===== src/rtl/food_spawn_ctrl.sv =====
// Food/item spawn scheduler: round-robin between two requesters, retries random
// candidates against range and occupancy checks. Optional: SPAWN_BORDER_EXCLUDE_EN.
module food_spawn_ctrl #(
  parameter int unsigned GRID_W    = 32,
  parameter int unsigned GRID_H    = 24,
  parameter int unsigned COORD_W   = 10,
  parameter int unsigned MAX_TRIES = 16
) (
  input  logic               Clk,
  input  logic               reset,
  input  logic [1:0]         req,
  output logic [1:0]         grant,
  output logic               done,
  output logic               fail,
  output logic [COORD_W-1:0] spawn_x,
  output logic [COORD_W-1:0] spawn_y,
  input  logic [COORD_W-1:0] rnd_x,
  input  logic [COORD_W-1:0] rnd_y,
  input  logic               rnd_stb,
  output logic               occ_qvalid,
  output logic [COORD_W-1:0] occ_qx,
  output logic [COORD_W-1:0] occ_qy,
  input  logic               occ_hit,
  output logic               busy
);

  localparam int unsigned XW = $clog2(GRID_W);
  localparam int unsigned YW = $clog2(GRID_H);
  localparam int unsigned TW = $clog2(MAX_TRIES + 1);

  localparam logic [XW:0]   X_LIM   = (XW+1)'(GRID_W);
  localparam logic [YW:0]   Y_LIM   = (YW+1)'(GRID_H);
  localparam logic [TW-1:0] TRY_LIM = TW'(MAX_TRIES);

  typedef enum logic [2:0] {
    IDLE,
    WAIT_RND,
    QUERY,
    CHECK,
    DONE
  } state_t;

  state_t         state;
  logic [XW-1:0]  cand_x;
  logic [YW-1:0]  cand_y;
  logic [TW-1:0]  tries;
  logic           last_served;

  logic [XW-1:0]  smp_x;
  logic [YW-1:0]  smp_y;
  logic           smp_ok;
  logic [TW-1:0]  tries_inc;
  logic           budget_out;
  logic [1:0]     pick;
  logic           unused_hi;

  assign unused_hi = ^{rnd_x[COORD_W-1:XW], rnd_y[COORD_W-1:YW]};
  assign busy      = (state != IDLE);

  always_comb begin
    smp_x  = rnd_x[XW-1:0];
    smp_y  = rnd_y[YW-1:0];
    smp_ok = ({1'b0, smp_x} < X_LIM) && ({1'b0, smp_y} < Y_LIM);
`ifdef SPAWN_BORDER_EXCLUDE_EN
    if ((smp_x == '0) || ({1'b0, smp_x} == X_LIM - (XW+1)'(1)) ||
        (smp_y == '0) || ({1'b0, smp_y} == Y_LIM - (YW+1)'(1)))
      smp_ok = 1'b0;
`endif
    // tries is always below MAX_TRIES here, so the increment cannot wrap
    tries_inc  = tries + TW'(1);
    budget_out = (tries_inc == TRY_LIM);

    // last_served = 1 means requester 1 went last, so requester 0 wins a tie
    unique case (req)
      2'b01:   pick = 2'b01;
      2'b10:   pick = 2'b10;
      2'b11:   pick = last_served ? 2'b01 : 2'b10;
      default: pick = 2'b00;
    endcase
  end

  always_ff @(posedge Clk or posedge reset) begin
    if (reset) begin
      state       <= IDLE;
      grant       <= '0;
      done        <= 1'b0;
      fail        <= 1'b0;
      occ_qvalid  <= 1'b0;
      spawn_x     <= '0;
      spawn_y     <= '0;
      occ_qx      <= '0;
      occ_qy      <= '0;
      cand_x      <= '0;
      cand_y      <= '0;
      tries       <= '0;
      last_served <= 1'b1;
    end else begin
      done       <= 1'b0;
      occ_qvalid <= 1'b0;

      unique case (state)
        IDLE: begin
          if (req != 2'b00) begin
            grant <= pick;
            tries <= '0;
            state <= WAIT_RND;
          end
        end

        WAIT_RND: begin
          if (rnd_stb) begin
            cand_x <= smp_x;
            cand_y <= smp_y;
            if (smp_ok) begin
              occ_qvalid <= 1'b1;
              occ_qx     <= COORD_W'(smp_x);
              occ_qy     <= COORD_W'(smp_y);
              state      <= QUERY;
            end else begin
              tries <= tries_inc;
              if (budget_out) begin
                fail  <= 1'b1;
                done  <= 1'b1;
                state <= DONE;
              end
            end
          end
        end

        QUERY: state <= CHECK;

        CHECK: begin
          if (occ_hit) begin
            tries <= tries_inc;
            if (budget_out) begin
              fail  <= 1'b1;
              done  <= 1'b1;
              state <= DONE;
            end else begin
              state <= WAIT_RND;
            end
          end else begin
            spawn_x <= COORD_W'(cand_x);
            spawn_y <= COORD_W'(cand_y);
            fail    <= 1'b0;
            done    <= 1'b1;
            state   <= DONE;
          end
        end

        DONE: begin
          grant       <= '0;
          last_served <= grant[1];
          state       <= IDLE;
        end

        default: state <= IDLE;
      endcase
    end
  end

endmodule


===== config.mk =====
export PLATFORM = sky130hd
export DESIGN_NAME = food_spawn_ctrl
export DESIGN_NICKNAME = d
export VERILOG_FILES = /design/src/rtl/food_spawn_ctrl.sv
export SDC_FILE = /design/constraint.sdc
export NUM_CORES = 1
export LEC_CHECK = 0
export BUFFER_PORTS_ARGS = -buffer_cell sky130_fd_sc_hd__buf_2
export CAP_MARGIN = 20
export CORE_ASPECT_RATIO = 0.75
export CORE_MARGIN = 2
export CORE_UTILIZATION = 45
export CTS_CLUSTER_SIZE = 40
export DETAILED_ROUTE_END_ITERATION = 10
export PLACE_DENSITY = 0.75
export SYNTH_ARGS = -nofsm -noshare
export SYNTH_HDL_FRONTEND = slang
export SYNTH_SLANG_ARGS = --single-unit

===== constraint.sdc =====
create_clock -name Clk -period 1.4 [get_ports Clk]
set_input_delay 0 -clock Clk [delete_from_list [all_inputs] [get_ports Clk]]
set_output_delay 0 -clock Clk [all_outputs]
set_load 0.03 [all_outputs]

==> metrics <==
status finished, violations left; failing checks setup timing; crit path kind reg -> reg; CTS Buffer Depth 2; number of CTS-inserted buffers 5; number of global-route vias before repair 1536; number of synthesized register bits 44; crit-path max cell delay 0.48 ns; maximum vdd ir drop 0.00126 V; First DRT Iteration DRCs 115; Seq/Total Area, Yosys 53.0%; first-pass GRT wire length 7470 um; drt pass-1 iters 4; Max-Cap Viols 0; Crit Path Max Fanout 8; Yosys warnings 0; largest net degree at the start of global routing 45; GPL Wtd Cong 0.802; CTS root buf clkbuf_8; total congestion overflow 0; Worst R2R Path Depth 4; Worst EP arrival 1.72 ns; DR WL/cell 15.3 um; crit path launch type flop; Final Hold Viols 0; I/O Buffers 41; synth unique cells 42; I/O pin count 72; CP Cell Sequence and2b_2, and3b_2, nand2_4, mux2_4; TritonCTS clock tree built; worst skew pair latency 0.29 ns; synthesized area 2080 um^2; Starting Density 46.8%; hold depth 3; Post-synth EDFFs 0; CTS clock-pin slew for the worst setup and hold paths 0.08 ns; clk sink count 44; Tot GR Track Use 19.1%; NumNets Final 300; area grow syn2layout 43.0%; top_reg_cell synth dfrtp_1; PwrDens 2370 nW/um^2; initial antenna violation count 0; RSZ-0062 raised after global routing true; Avg Cell Area, Syn 11.2 um^2; Leak 1.51 nW; fin crit period 1.54 ns; most frequent cells in the layout 41 x dfrtp_1, 41 x buf_2, 29 x nand2_1, 20 x conb_1, 19 x mux2_4; fraction of layout cells with a size suffix above 1 48.2%; setup ws final -0.141 ns; Final Non-Filler Cells 331; CP max stage cell dfrtp_2; WL final 5080 um; Die Ht 62.9 um; Cells after Synth 186; dpl cells 298; antenna diode count 0; DRC viols 0; fin. max-slew vios 0; Antenna Nets Post-Route 0; Final TNS setup -2.42 ns; post-route clock period utilization 110%; FF+latch area 1100 um^2; row count 21; Final Setup Violations 32; maximum clock frequency 649 MHz; element type at the critical path end flop; dpl hpwl 3020 um; fillcell total 305; pre-CTS WS -0.136 ns; critical path data required time 1.58 ns; via density per instance 4.93; Hold Crit Class in -> reg; Async S/R FF share, synth 100%; DIE WIDTH 82.5 um; Multi-input gate area 1030 um^2; # H-tree levels 2; core area 4440 um^2; via count 1633; Clock Skew 0.00593 ns; die area 5190 um^2
[stage by stage]
step | area (um^2) | utilization [%] | hold slack [ns] | power (mW)
after floorplan | 2200 | - | 0.105 | 4.30
after CTS | 2810 | 63.2 | 0.0754 | 6.58
after global placement | 2450 | 55.1 | 0.0507 | 5.13
after global routing | 2970 | 66.9 | 0.130 | 7.46
final | 2970 | 66.9 | 0.114 | 7.06
after detailed placement | 2450 | 55.1 | 0.0517 | 5.22
[report_power, final]
group | leakage, nW | internal [mW] | switching (mW)
Combinational | 0.915 | 1.84 | 2.00
Clock | 0.0552 | 0.530 | 0.417
Sequential | 0.541 | 1.85 | 0.416
Total | 1.51 | 4.22 | 2.84
[layout make-up]
class	count	area share (%)
tap	57	2.40
sequential	44	37.2
multi-input combinational	132	34.8
timing repair buffer	85	21.4
clock buffer	6	2.44
clock inverter	2	1.18
inverter	5	0.631
[sequential cells by signal, indices dropped and copies added, names as in the netlist]
signal and count:
tries 5, cand_y 5, state 3, occ_qy 5, last_served 1, grant 2
fail 1, occ_qvalid 1, spawn_y 5, done 1, cand_x 5, spawn_x 5
occ_qx 5
[Yosys cell counts, types with 2 or more instances]
| master | instances | area [um^2] |
|---|---|---|
| nand2_1 | 37 | 139 |
| mux2_2 | 19 | 214 |
| a31oi_1 | 7 | 43.8 |
| buf_2 | 3 | 15.0 |
| o21ai_0 | 5 | 25.0 |
| o21a_1 | 3 | 22.5 |
| nor2b_1 | 2 | 12.5 |
| dfrtp_1 | 43 | 1080 |
| o22a_1 | 2 | 17.5 |
| nor3_1 | 2 | 10.0 |
| mux2i_1 | 2 | 20.0 |
| and3_1 | 2 | 12.5 |
| nor2_1 | 4 | 15.0 |
| inv_1 | 4 | 15.0 |
| a21oi_1 | 2 | 10.0 |
| nand2b_1 | 3 | 18.8 |
| buf_4 | 21 | 158 |
[logic make-up after synthesis]
group	Yosys count	synth area share [%]
buffers and inverters	30	9.75
multiplexers	22	11.8
AND/OR/NAND/NOR	62	15.5
other	1	0.180
adder cells (fa/ha/maj)	1	0.602
flip-flops	44	53.0
AO/OA/AOI/OAI	26	9.21
[path summary, 6_finish.rpt]
path / start / endpoint / slack [ns]
max: state[0]$_DFFE_PP0P_ / occ_qx[0]$_DFFE_PP0P_ / -0.14
min in group asynchronous: reset / spawn_y[3]$_DFFE_PP0P_ / 0.29
min reg2reg: cand_y[1]$_DFFE_PP0P_ / cand_y[1]$_DFFE_PP0P_ / 0.49
max in group asynchronous: reset / last_served$_DFFE_PP1P_ / 0.85
min: req[1] / grant[0]$_DFFE_PP0P_ / 0.11
max reg2reg: state[0]$_DFFE_PP0P_ / occ_qx[0]$_DFFE_PP0P_ / -0.14
[per-layer routing]
| layer | part of all wire, % | track usage [%] |
|---|---|---|
| met2 | 48 | 27.4 |
| met3 | 6.2 | 4.62 |
| met4 | 1.2 | 7.79 |
| met1 | 45 | 27.5 |
| met5 | 0 | 0 |
[worst max-delay path, delay by kind of cell, from the launching register on]
kind | cells | cell delay, ns
AND/OR/NAND/NOR | 3 | 0.65
flip-flops | 1 | 0.48
multiplexers | 1 | 0.31
[timing repair]
action / in CTS / in global routing
hold buffers: 11 / 0
cloned: 1 / 1
setup endpoints to repair: 37 / 40
pin swaps: 4 / 16
endpoints found under the hold margin: 62 / 0
gates resized for setup: 25 / 28
buffers inserted: 5 / 8
(Power assumes the default switching activity.)
